File: src/rtl/audio_player.sv
// Buffers 8-bit audio bytes in a circular FIFO and plays them as PWM, one sample per tick.
// Push seen in fifo_count after 1 cycle; no backpressure: bytes arriving while full are dropped (sticky overflow).
module audio_player #(
    parameter int SAMPLE_DIV  = 6250,
    parameter int FIFO_DEPTH  = 64,
    parameter int START_LEVEL = 32
) (
    input  logic                        clk,
    input  logic                        rstn,
    input  logic                        audio_axiiv,
    input  logic [7:0]                  audio_axiid,
    output logic                        pwm_out,
    output logic [$clog2(FIFO_DEPTH):0] fifo_count,
    output logic                        playing,
    output logic                        overflow,
    output logic                        underrun
);

    localparam int AW = $clog2(FIFO_DEPTH);
    localparam int TW = (SAMPLE_DIV > 1) ? $clog2(SAMPLE_DIV) : 1;
    localparam logic [TW-1:0] TICK_LAST = TW'(SAMPLE_DIV - 1);
    localparam logic [AW:0]   DEPTH_C   = (AW+1)'(FIFO_DEPTH);
    localparam logic [AW:0]   START_C   = (AW+1)'(START_LEVEL);
    localparam logic [7:0]    SILENCE   = 8'd128;

    typedef enum logic {BUFFER = 1'b0, PLAY = 1'b1} state_t;

    state_t        state_q, state_d;
    logic [AW-1:0] wr_ptr_q, wr_ptr_d;
    logic [AW-1:0] rd_ptr_q, rd_ptr_d;
    logic [AW:0]   count_q, count_d;
    logic [TW-1:0] tick_cnt_q, tick_cnt_d;
    logic [7:0]    pwm_cnt_q, pwm_cnt_d;
    logic [7:0]    cur_sample_q, cur_sample_d;
    logic          pwm_out_q, pwm_out_d;
    logic          overflow_q, overflow_d;
    logic          underrun_q, underrun_d;
    logic [7:0]    mem [FIFO_DEPTH];

    logic tick;
    logic pop;
    logic starve;
    logic push;

    assign tick = (tick_cnt_q == TICK_LAST);
    // A pop frees a slot in the same cycle, so a full FIFO still accepts a byte on a pop tick.
    assign push = audio_axiiv && ((count_q < DEPTH_C) || pop);

    always_ff @(posedge clk or negedge rstn) begin
        if (!rstn) begin
            state_q <= BUFFER;
        end else begin
            state_q <= state_d;
        end
    end

    always_comb begin
        state_d = state_q;
        case (state_q)
            BUFFER:  if (count_q >= START_C) state_d = PLAY;
            PLAY:    if (tick && (count_q == '0)) state_d = BUFFER;
            default: state_d = BUFFER;
        endcase
    end

    always_comb begin
        pop    = 1'b0;
        starve = 1'b0;
        if (state_q == PLAY && tick) begin
            pop    = (count_q != '0);
            starve = (count_q == '0);
        end
    end

    always_comb begin
        wr_ptr_d     = push ? wr_ptr_q + AW'(1) : wr_ptr_q;
        rd_ptr_d     = pop  ? rd_ptr_q + AW'(1) : rd_ptr_q;
        count_d      = count_q;
        case ({push, pop})
            2'b10:   count_d = count_q + (AW+1)'(1);
            2'b01:   count_d = count_q - (AW+1)'(1);
            default: count_d = count_q;
        endcase
        tick_cnt_d   = tick ? '0 : tick_cnt_q + TW'(1);
        pwm_cnt_d    = pwm_cnt_q + 8'd1;
        cur_sample_d = cur_sample_q;
        if (pop) begin
            cur_sample_d = mem[rd_ptr_q];
        end else if (starve) begin
            cur_sample_d = SILENCE;
        end
        pwm_out_d    = (pwm_cnt_q < cur_sample_q);
        overflow_d   = overflow_q || (audio_axiiv && !push);
        underrun_d   = starve;
    end

    always_ff @(posedge clk or negedge rstn) begin
        if (!rstn) begin
            wr_ptr_q     <= '0;
            rd_ptr_q     <= '0;
            count_q      <= '0;
            tick_cnt_q   <= '0;
            pwm_cnt_q    <= '0;
            cur_sample_q <= SILENCE;
            pwm_out_q    <= 1'b0;
            overflow_q   <= 1'b0;
            underrun_q   <= 1'b0;
        end else begin
            wr_ptr_q     <= wr_ptr_d;
            rd_ptr_q     <= rd_ptr_d;
            count_q      <= count_d;
            tick_cnt_q   <= tick_cnt_d;
            pwm_cnt_q    <= pwm_cnt_d;
            cur_sample_q <= cur_sample_d;
            pwm_out_q    <= pwm_out_d;
            overflow_q   <= overflow_d;
            underrun_q   <= underrun_d;
        end
    end

    // Storage is not reset; the pointers alone define what is valid.
    always_ff @(posedge clk) begin
        if (push) begin
            mem[wr_ptr_q] <= audio_axiid;
        end
    end

    assign pwm_out    = pwm_out_q;
    assign fifo_count = count_q;
    assign playing    = (state_q == PLAY);
    assign overflow   = overflow_q;
    assign underrun   = underrun_q;

endmodule

File: config.mk
export PLATFORM = sky130hd
export DESIGN_NAME = audio_player
export DESIGN_NICKNAME = d
export VERILOG_FILES = /design/src/rtl/audio_player.sv
export SDC_FILE = /design/constraint.sdc
export NUM_CORES = 1
export LEC_CHECK = 0
export BUFFER_PORTS_ARGS = -buffer_cell sky130_fd_sc_hd__buf_2
export CORE_UTILIZATION = 40
export DETAILED_ROUTE_END_ITERATION = 10
export PLACE_DENSITY = 0.58
export SETUP_SLACK_MARGIN = 0.05
export SYNTH_ARGS = -nofsm -noshare
export SYNTH_HDL_FRONTEND = slang
export SYNTH_SLANG_ARGS = --single-unit
File: constraint.sdc
create_clock -name clk -period 5.9 [get_ports clk]
set_input_delay 0 -clock clk [delete_from_list [all_inputs] [get_ports clk]]
set_output_delay 0 -clock clk [all_outputs]
set_load 0.02 [all_outputs]
### Yosys cells after proc, flatten, opt, wreduce, memory -nomap -nowiden

Memories as Yosys holds them, arrays and structs flattened.
Index checks and enable logic that the tools add are counted.

* bitwise logic cells: 1
* equal/unequal tests: 3
* add/sub/neg operators: 6
* muxes and demuxes: 11
* reduce and logical (&&, ||, !) cells: 11
* magnitude comparators: 3

Operators with widths (number)
* 8-bit two-way mux: 2
* 7-bit one-hot mux with 2 select lines: 1
* 13-bit by 1-bit adder with 13-bit output, second input constant: 1
* 13-bit == test, second input constant: 1
* 13-bit two-way mux: 1
* 6-bit by 1-bit adder with 6-bit output, second input constant: 2
* 8-bit by 1-bit adder with 8-bit output, second input constant: 1
* 8-bit less-than comparator: 1
* 7-bit by 1-bit adder with 7-bit output, second input constant: 1
* 7-bit by 6-bit >= comparator with 1-bit output, second input constant: 1
* 7-bit zero test: 1
* 7-bit less-than comparator, second input constant: 1
* 7-bit nonzero test: 1
* 7-bit by 1-bit subtractor with 7-bit output, second input constant: 1
* 1-bit two-way mux: 6
* 1-bit logical AND: 4
* 2-bit nonzero test: 2
* 2-bit by 1-bit == test with 1-bit output, second input constant: 1
* 2-bit == test, second input constant: 1
* 1-bit logical OR: 2
* 1-bit one-hot mux with 2 select lines: 1
* 1-bit zero test: 1
* 1-bit inverter: 1

* register bits after elaboration: 52
* memories: 1
* memory bits (writable): 512
* logic and storage cells: 46
* input port bits: 11

Memory list
* mem: words 64, bits a word 8, read ports 1, clocked after memory_dff 0, write ports 1, RTL line 38 `logic [7:0] mem [FIFO_DEPTH];`

### Depth between registers and ports, before layout

Gate-level depths: netlist (run 1).

* word-level depth: 8
* depth in mapped cells: 16
* depth with buffers taken out: 14

### Worst setup path after synthesis (run 1)

Ideal clock, no wire load.

* kind: reg-to-reg
* from: reg tick_cnt_q[9]
* to: reg count_q[6] (netlist: fifo_count[6])
* required time: 5.820 ns
* setup slack: 2.145 ns
* cell stages (with the launch flop): 15
* period minus slack after synthesis: 3.755 ns
* library setup time: 0.080 ns
* arrival: 3.675 ns
* path through: dfrtp_1 > or4b_1 > or4_4 > a21oi_1 > buf_4 > ha_1 > buf_1 > xor2_1 > ha_1 > and3b_1 > o21ai_0 > nand2_1 > or3_1 > a31oi_1 > xor2_1

* cells in the longest elaborated chain, start to end: 7
* elaborated cells between the ends (all ways): 9

RTL lines
* start, declared: RTL line 32 `logic [TW-1:0] tick_cnt_q, tick_cnt_d;`
* start signal, assigned: RTL line 112 `tick_cnt_q <= tick_cnt_d;`
* 13-bit == test (*): RTL line 45 `assign tick = (tick_cnt_q == TICK_LAST);`
* 1-bit logical AND (*): RTL line 69 `if (state_q == PLAY && tick) begin`
* 1-bit two-way mux (*): RTL line 69
* named net pop: RTL line 41 `logic pop;`
* 1-bit logical OR: RTL line 47 `assign push = audio_axiiv && ((count_q < DEPTH_C) || pop);`
* 1-bit logical AND: RTL line 47
* 2-bit by 1-bit == test with 1-bit output or 2-bit == test (tied branches): RTL line 79 `case ({push, pop})`
* 7-bit one-hot mux with 2 select lines or 2-bit nonzero test (tied branches)
* end signal, assigned: RTL line 111 `count_q <= count_d;`
* end, declared: RTL line 31 `logic [AW:0] count_q, count_d;`

The timed path passes the listed nets; every way through them passes the cells marked *.
A chain may end at the register's enable or synchronous reset.

### Final worst setup path (run 1)

* from: reg tick_cnt_q[9]
* to: reg count_q[6] (netlist: fifo_count[6])

* cells in the longest elaborated chain, start to end: 7
* elaborated cells between the ends (all ways): 9

RTL lines (RTL line)
* 13-bit == test (*): 45
* 1-bit logical AND (*): 69
* 1-bit two-way mux (*): 69
* 1-bit logical OR: 47
* 1-bit logical AND: 47
* 2-bit by 1-bit == test with 1-bit output or 2-bit == test (tied branches): 79
* 7-bit one-hot mux with 2 select lines or 2-bit nonzero test (tied branches)

Every way passes the cells marked *; elsewhere a longest branch is shown, timed or not.

==> results of run 1 <==
[power breakdown]
part           total (mW)  internal (mW)  switching (mW)
combinational       0.565          0.167           0.398
clock                3.69           2.18            1.51
sequential           4.69           4.53           0.157
total                8.95           6.88            2.07
[registers in the layout, indices dropped and copies added, names as in the netlist]
register and flops:
mem 512, tick_cnt_q 13, wr_ptr_q 6, cur_sample_q 8, fifo_count 7, underrun 1
pwm_cnt_q 8, rd_ptr_q 6, pwm_out 1, playing 1, overflow 1
[cell usage after synthesis, drive strengths merged, types with 4 or more instances]
master   number
a2111oi       8
a211o         6
a211oi       21
a21oi        28
a22oi        11
and3          7
buf          25
clkbuf       39
dfrtp        51
edfxtp      512
ha           15
inv          13
mux2i        60
mux4        101
nand2        65
nand2b        4
nand3        13
nand3b        9
nand4         4
nor2         90
nor3          9
o21ai         8
o221ai       13
o22ai        14
xnor2        23
xor2         15
[cells in the final DEF (no fill, tap or decap), types with 14 or more instances in the layout]
| cell | count |
|---|---|
| dfrtp_1 | 48 |
| ha_1 | 15 |
| clkbuf_16 | 57 |
| edfxtp_1 | 512 |
| xor2_1 | 15 |
| buf_2 | 21 |
| a21oi_1 | 28 |
| a211oi_1 | 21 |
| xnor2_1 | 23 |
| nand2_1 | 62 |
| o22ai_1 | 14 |
| nor2_1 | 88 |
| mux4_2 | 101 |
| buf_4 | 24 |
| clkinv_1 | 14 |
| mux2i_1 | 60 |
[routing by layer]
layer | routed length [um] | part of all wire
met2 | 24400 | 0.48
met5 | 0 | 0
met3 | 2750 | 0.054
met4 | 1200 | 0.024
met1 | 22700 | 0.45
[kinds of logic after synthesis]
family,synth area share
buf+inv,0.0147
simple gates,0.0490
compound gates,0.0391
mux,0.129
xor+xnor,0.0149
fa+ha+maj,0.00838
flops,0.745
[area by class of cell]
| cell class | instances | area, um^2 |
|---|---|---|
| fillers | 4666 | 29900 |
| flip-flops and latches | 564 | 16700 |
| multi-input cells | 563 | 5380 |
| clock buffers | 66 | 1470 |
| well taps | 748 | 936 |
| clock inverters | 41 | 452 |
| repair buffers | 49 | 345 |
| inverters | 14 | 52.6 |
[how the worst max path moves through the flow]
stage                                      to                     from  slack (ps)  cells past startpoint
floorplan           fifo_count[6]$_DFFE_PN0P_  tick_cnt_q[9]$_DFF_PN0_        2140                     14
global placement    fifo_count[6]$_DFFE_PN0P_  tick_cnt_q[9]$_DFF_PN0_        1890                     12
detailed placement  fifo_count[6]$_DFFE_PN0P_  tick_cnt_q[9]$_DFF_PN0_        1860                     12
CTS                 fifo_count[6]$_DFFE_PN0P_  tick_cnt_q[9]$_DFF_PN0_        1840                     12
global route        fifo_count[6]$_DFFE_PN0P_  tick_cnt_q[9]$_DFF_PN0_        1530                     12
finish              fifo_count[6]$_DFFE_PN0P_  tick_cnt_q[9]$_DFF_PN0_        1830                     12
[per-stage QoR]
| stage | std cells | hold WS (ps) | power [mW] |
|---|---|---|---|
| 3_3_place_gp | 1936 | 156 | 5.33 |
| 6_report | 2045 | 32.5 | 8.95 |
| 2_1_floorplan | 1205 | -296 | 5.06 |
| 5_1_grt | 2045 | 99.6 | 9.21 |
| 4_1_cts | 2045 | 44.5 | 9.02 |
| 3_5_place_dp | 1936 | 161 | 5.34 |
[worst register-to-register path, cell delays in order (launching register included)]
cell     delay, ps
dfrtp_1        400
or4b_1         550
or4_4          610
a21bo_1        380
ha_1           450
xor2_1         210
ha_1           230
and3b_1        160
o21ai_0        220
nand2_1        120
or3_1          310
a31oi_1        190
xor2_1         150
==> summary.md, run 1 <==
The tools report the terminus of the critical flop-to-flop path as fifo_count[6]$_DFFE_PN0P_. The first-pass GRT wire length is 75900 um. The proportion of layout cells with a drive suffix above 1 is 0.194, and the placeable core region is 0.0552 mm^2.

The fraction of synthesized cell area taken by the top area cell type was 0.687. The clock slew seen by the registers of the worst setup and hold paths works out to 60 ps. Half-perimeter wire length of the detailed placement result: 29800 um.

The number of different library cells in the post-synthesis netlist came out at 61. Setup repair after global routing left no endpoint under its margin. In the final routed layout, each cell accounts on average for 25.0 um. The final layout contains 1275 nets. The tools report the count of routing violations after the opening detailed-route iteration as 1009.

The data arrival time of the critical path is 4600 ps, and the mapped cell area is 0.0224 mm^2. The tools report the worst-skew pair later-pin latency as 610 ps. The final estimated routing congestion in global placement is 0.818, and the total global routing overflow is 0. The die span in x was 239 um. In this run the critical register-to-register path is launched from tick_cnt_q[9]$_DFF_PN0_. After detailed routing, the number of remaining DRC violations is 0.

The worst path buffer plus inverter count was 0. Dominant register cell in the synthesized netlist: edfxtp_1. Dividing total power by cell area gives a power density of 353 mW/mm^2. The final-report max-slew violation count was 0.

For the largest vdd supply drop, the log shows 0.199 mV. During placement, the flow inserted port buffers numbering 21. After global routing, the most crowded layer is met2. Clock net sink count: 564. The synthesized design contains 512 enable-type register cells. The worst path needs 4070 ps of the cycle, external delays included. Buffers added to address setup during post-CTS repair amount to 0. Highest net fanout along the worst path: 14. TritonCTS built the clock tree.

The repair_antennas step left the layout with diodes totalling 0. For the number of top-level design ports, the log shows 22. Iteration count of the initial detailed-routing pass: 5. The critical path goes through or4b_1, or4_4, a21bo_1, ha_1, xor2_1, ha_1, and3b_1, o21ai_0, nand2_1, or3_1, a31oi_1, xor2_1. The per-cell via count in the routed design came out at 5.47.

The post-route core utilization was 0.459. The flow ran to the end, and the final reports show no timing, DRC or antenna violations. The routing usage on met1 was 0.258; the flop and latch count out of synthesis was 564. The net count after synthesis is 1231. The remaining number of nets flagged by the antenna check after routing came out at 0. For the final database, setup skew stands at 20.2 ps.

The peak per-stage delay on the critical path works out to 610 ps. The actual slew at the worst max-slew pin is 1240 ps, and the buffer levels on the longest clock path is 3. In the post-route analysis, the smallest setup slack over all paths is 1830 ps. With fillers left out, the area of the finished cells amounts to 0.0253 mm^2. Number of global-route vias before repair: 11420.

The die boundary height works out to 239 um. For this design, the CTS-stage hold fixing added 2 buffers. The final cycle utilization of the critical path is 0.690.

CTS buffer count: 57. The worst setup path is captured at a flip-flop. For the global-route track usage on met2, the log shows 0.291. The type of the worst setup path is flip-flop to flip-flop. Final setup violation count: 0. The global-route usage over all layers was 0.183.

The synthesis-to-layout area growth came out at 13.1%. The initial standard-cell utilization of the core is 0.406. The area of the die is 0.0569 mm^2, and the register-to-register path setup slack is 1830 ps. Top achievable clock speed: 246 MHz. The run gives 0 as the total of warnings raised by yosys.

Initial antenna violation count: 0. Fraction of synthesis flops using an asynchronous set or reset pin: 0.0922. Placement-stage worst setup slack: 1860 ps.

The post-CTS resize count is 0. The mean post-synth cell area was 18.6 um^2. The worst setup path is launched from a flip-flop. Entering global routing, the biggest net connects 65 pins.

The root buffer cell is clkbuf_16. The met3 usage is 0.0321, and the worst slew slack as a fraction of its limit is 0.177. On the critical path the largest part of the delay comes from simple AND/OR/NAND/NOR gates.

Reported leakage power: 8.02 nW. Synthesis produced 1205 cells. The count of H-tree levels built during CTS is 2, and the required time at the worst-slack endpoint is 6430 ps. The total number of placement rows is 86. Cell taking the most area after synthesis: edfxtp_1. Sorting the synthesized cells by area gives the leading types as edfxtp_1 69%, mux4_2 10%, dfrtp_1 5.7%.

The placed instances occupy a cell area of 0.0234 mm^2. The path class of the tightest hold or removal check is input port to async pin. The tools report the register area share after synthesis as 0.745. Across all layers, the routed design uses 11187 vias. The number of hold-slack violations in the final timing report is 0, and the wire length after detailed routing is 51100 um. The number of cells on the worst reg-to-reg path is 12. For the final routed database, the setup TNS stands at 0 ps. Cell with the biggest individual delay on the critical path: or4_4. Number of max-capacitance violations reported: 0.
Note: power is estimated with default switching activity, not from simulation.
==> run 2, diff against run 1 <==
- clock period: 5.9 -> 4.3 ns (I/O delays scaled with it)
==> run 2 against run 1 <==
  * Via count increased by 1.5%
  * Critical path depth decreased by 5
  * Clock power increased by 44%
  * Cell area increased by 1.9%
  * Core utilization increased by 0.85 points
  * Critical path type unchanged
  * Critical endpoint is now mem[0][1]$_DFFE_PP_
==> summary.md, run 2 (synthesized netlist as in run 1, its figures left out) <==
The worst setup path is launched from a flip-flop. Highest net fanout along the worst path: 12 (-2). The post-route DRC violation count is 0 (unchanged). For the number of standard cells in the layout, taps in and fillers out, the log shows 2091 (+2.2%). The library cell used most frequently in the layout, excluding fill and tap cells, is edfxtp_1. The die span in x came out at 239 um (unchanged). The iteration count of the initial detailed-routing pass was 5 (unchanged).

The number of hold-slack violations in the final timing report was 0 (unchanged); the number of max-capacitance violations reported was 0 (unchanged). Setup repair after global routing left no endpoint under its margin. Die boundary height: 239 um (unchanged).

Worst slew slack as a fraction of its limit: 0.406 (+0.229). In the layout the commonest cells are 512 x edfxtp_1, 101 x mux4_2, 88 x nor2_1. The data arrival time of the critical path was 3860 ps (-740 ps). The actual slew at the worst max-slew pin works out to 891 ps (-344 ps). The number of flip-flops under the largest register name is 512 (unchanged), and the number of antenna diodes is 0 (unchanged). The buffer levels on the longest clock path is 3 (unchanged), and the proportion of layout cells with a drive suffix above 1 is 0.223 (+0.0291).

Synthesis-to-layout area growth: 15.2%. The CTS buffer count is 57 (unchanged), and the largest net degree at the start of global routing is 65 (unchanged). The number of top-level design ports was 22 (unchanged); the number of nets in the final layout was 1322 (+3.7%). The required time at the worst-slack endpoint is 4550 ps (-1880 ps), and the areal power density over the cells is 485 mW/mm^2 (+37%). Average wire length per cell after detail routing: 24.7 um (-1.3%). Total placed cells including tap cells: 1981 (+2.3%). The wire length after detailed routing was 51600 um (+0.93%). For the register cell area after layout, the log shows 0.0167 mm^2 (unchanged). The run gives 0.0569 mm^2 (unchanged) as the area of the die. The placement-stage worst setup slack was 653 ps (-1200 ps).

The worst-skew pair later-pin latency is 620 ps (about the same). The layout filler cell count was 4597 (-1.5%); the clock net sink count was 564 (unchanged). The class of the tightest hold or removal check was input port to async pin. The final setup violation count was 0 (unchanged); the worst-case setup margin in the final layout was 690 ps (-1140 ps). The initial antenna violation count is 1 (+1). The tools report the total global routing overflow as 0 (unchanged). The count of H-tree levels built during CTS was 2 (unchanged); the final cycle utilization of the critical path was 0.840 (+0.150).

Reported leakage power: 8.31 nW (+3.7%). Half-perimeter wire length of the detailed placement result: 31600 um (+5.9%). The largest registers in the layout are mem: 512 flops, tick_cnt_q: 13 flops. The first-pass GRT wire length was 76900 um (+1.3%); the placeable core region was 0.0552 mm^2 (unchanged). The logs give 0.406 (unchanged) for the initial standard-cell utilization of the core and 0 (unchanged) for the final-report max-slew violation count. The count of routing violations after the opening detailed-route iteration was 1022 (+1.3%). The tools report the top achievable clock speed as 277 MHz (+13%). For the remaining number of nets flagged by the antenna check after routing, the log shows 0 (unchanged). The maximum clock skew at final layout was 21.5 ps (+1.30 ps).

The count of input and output buffers was 21 (unchanged); the clock period minus final worst setup slack was 3610 ps (-460 ps). The per-cell via count in the routed design was 5.43 (-0.72%); the total number of placement rows was 86 (unchanged). The run finished with clean final reports.

CTS placed an instance of clkbuf_16 at the clock tree root. The tools report the area of combinational cells with multiple inputs as 0.00538 mm^2 (unchanged). For the sum of negative setup slack, the log shows 0 ps (unchanged). TritonCTS built the clock tree. The type of the worst setup path was flip-flop to flip-flop. Detailed-route via count: 11356 (+1.5%). Counting flops per register, the top entry is mem. The number of global-route vias before repair was 11527 (+0.94%). The tools report the final estimated routing congestion in global placement as 0.879 (+7.4%). The global-route usage over all layers came out at 0.186 (+0.00277).

Largest vdd supply drop: 0.321 mV (+61%). The clock slew seen by the registers of the worst setup and hold paths is 60 ps (about the same). The endpoint class of the critical path was a flip-flop.
## run 2: cell types whose count changed in the layout (fill, tap and decap cells not counted), sizes merged
cell         before  now
bufinv            9   13
clkbuf           66   65
clkinv           29   22
dlygate4sd3       2    4
inv              14   17
buf              47   92
## run 2: final cells by class
type	instances	area share
sequential	564	0.647
clock buffer	65	0.0565
timing repair buffer	96	0.0282
clock inverter	41	0.0214
inverter	14	0.00204
multi-input combinational	563	0.209
tap	748	0.0363
## run 2: repair_timing
action	4_1_cts	5_1_grt
buffers inserted	0	0
endpoints found under the setup margin	0	0
hold buffers	4	0
resized for setup	0	0
endpoints found under the hold margin	84	0
## run 2: per-stage QoR
stage / total power, mW / hold slack [ps] / util / area (um^2)
after detailed placement: 7.34 / 170 / 0.430 / 23700
after global placement: 7.33 / 164 / 0.430 / 23700
final: 12.5 / 50.8 / 0.467 / 25800
after CTS: 12.6 / 56.7 / 0.467 / 25800
after global routing: 12.9 / 91.6 / 0.467 / 25800
after floorplan: 6.94 / -296 / - / 22400
## run 2: critical path, stage by stage (launching register included)
cell and delay, ps:
dfrtp_1 410, or4b_1 550, or4_4 600, a21bo_1 250, buf_4 180, nor2_4 150, nand2_1 410, nor2_1 690
## run 2: metal layers
layer | share of wire | GRT usage | routed length, um
met3 | 0.069 | 0.0417 | 3570
met2 | 0.47 | 0.290 | 24300
met1 | 0.44 | 0.261 | 22500
met4 | 0.024 | 0.0559 | 1230
met5 | 0.00019 | 0 | 10
## run 2: final timing paths
| path | startpoint | endpoint | slack (ps) | cells past startpoint |
|---|---|---|---|---|
| setup / recovery | tick_cnt_q[9]$_DFF_PN0_ | mem[0][1]$_DFFE_PP_ | 690 | 7 |
| hold / removal | rstn | fifo_count[5]$_DFFE_PN0P_ | 50 | 3 |
| setup reg to reg | tick_cnt_q[9]$_DFF_PN0_ | mem[0][1]$_DFFE_PP_ | 690 | 7 |
| hold reg to reg | overflow$_DFF_PN0_ | overflow$_DFF_PN0_ | 480 | 1 |
| max in group asynchronous | rstn | rd_ptr_q[0]$_DFFE_PN0N_ | 3720 | 3 |
| min in group clk | audio_axiid[0] | mem[0][0]$_DFFE_PP_ | 70 | 1 |
## run 2: power by group
part           switching (mW)  internal (mW)  total [mW]
combinational           0.567          0.249       0.816
sequential              0.186           6.22        6.41
clock                    2.08           3.22        5.30
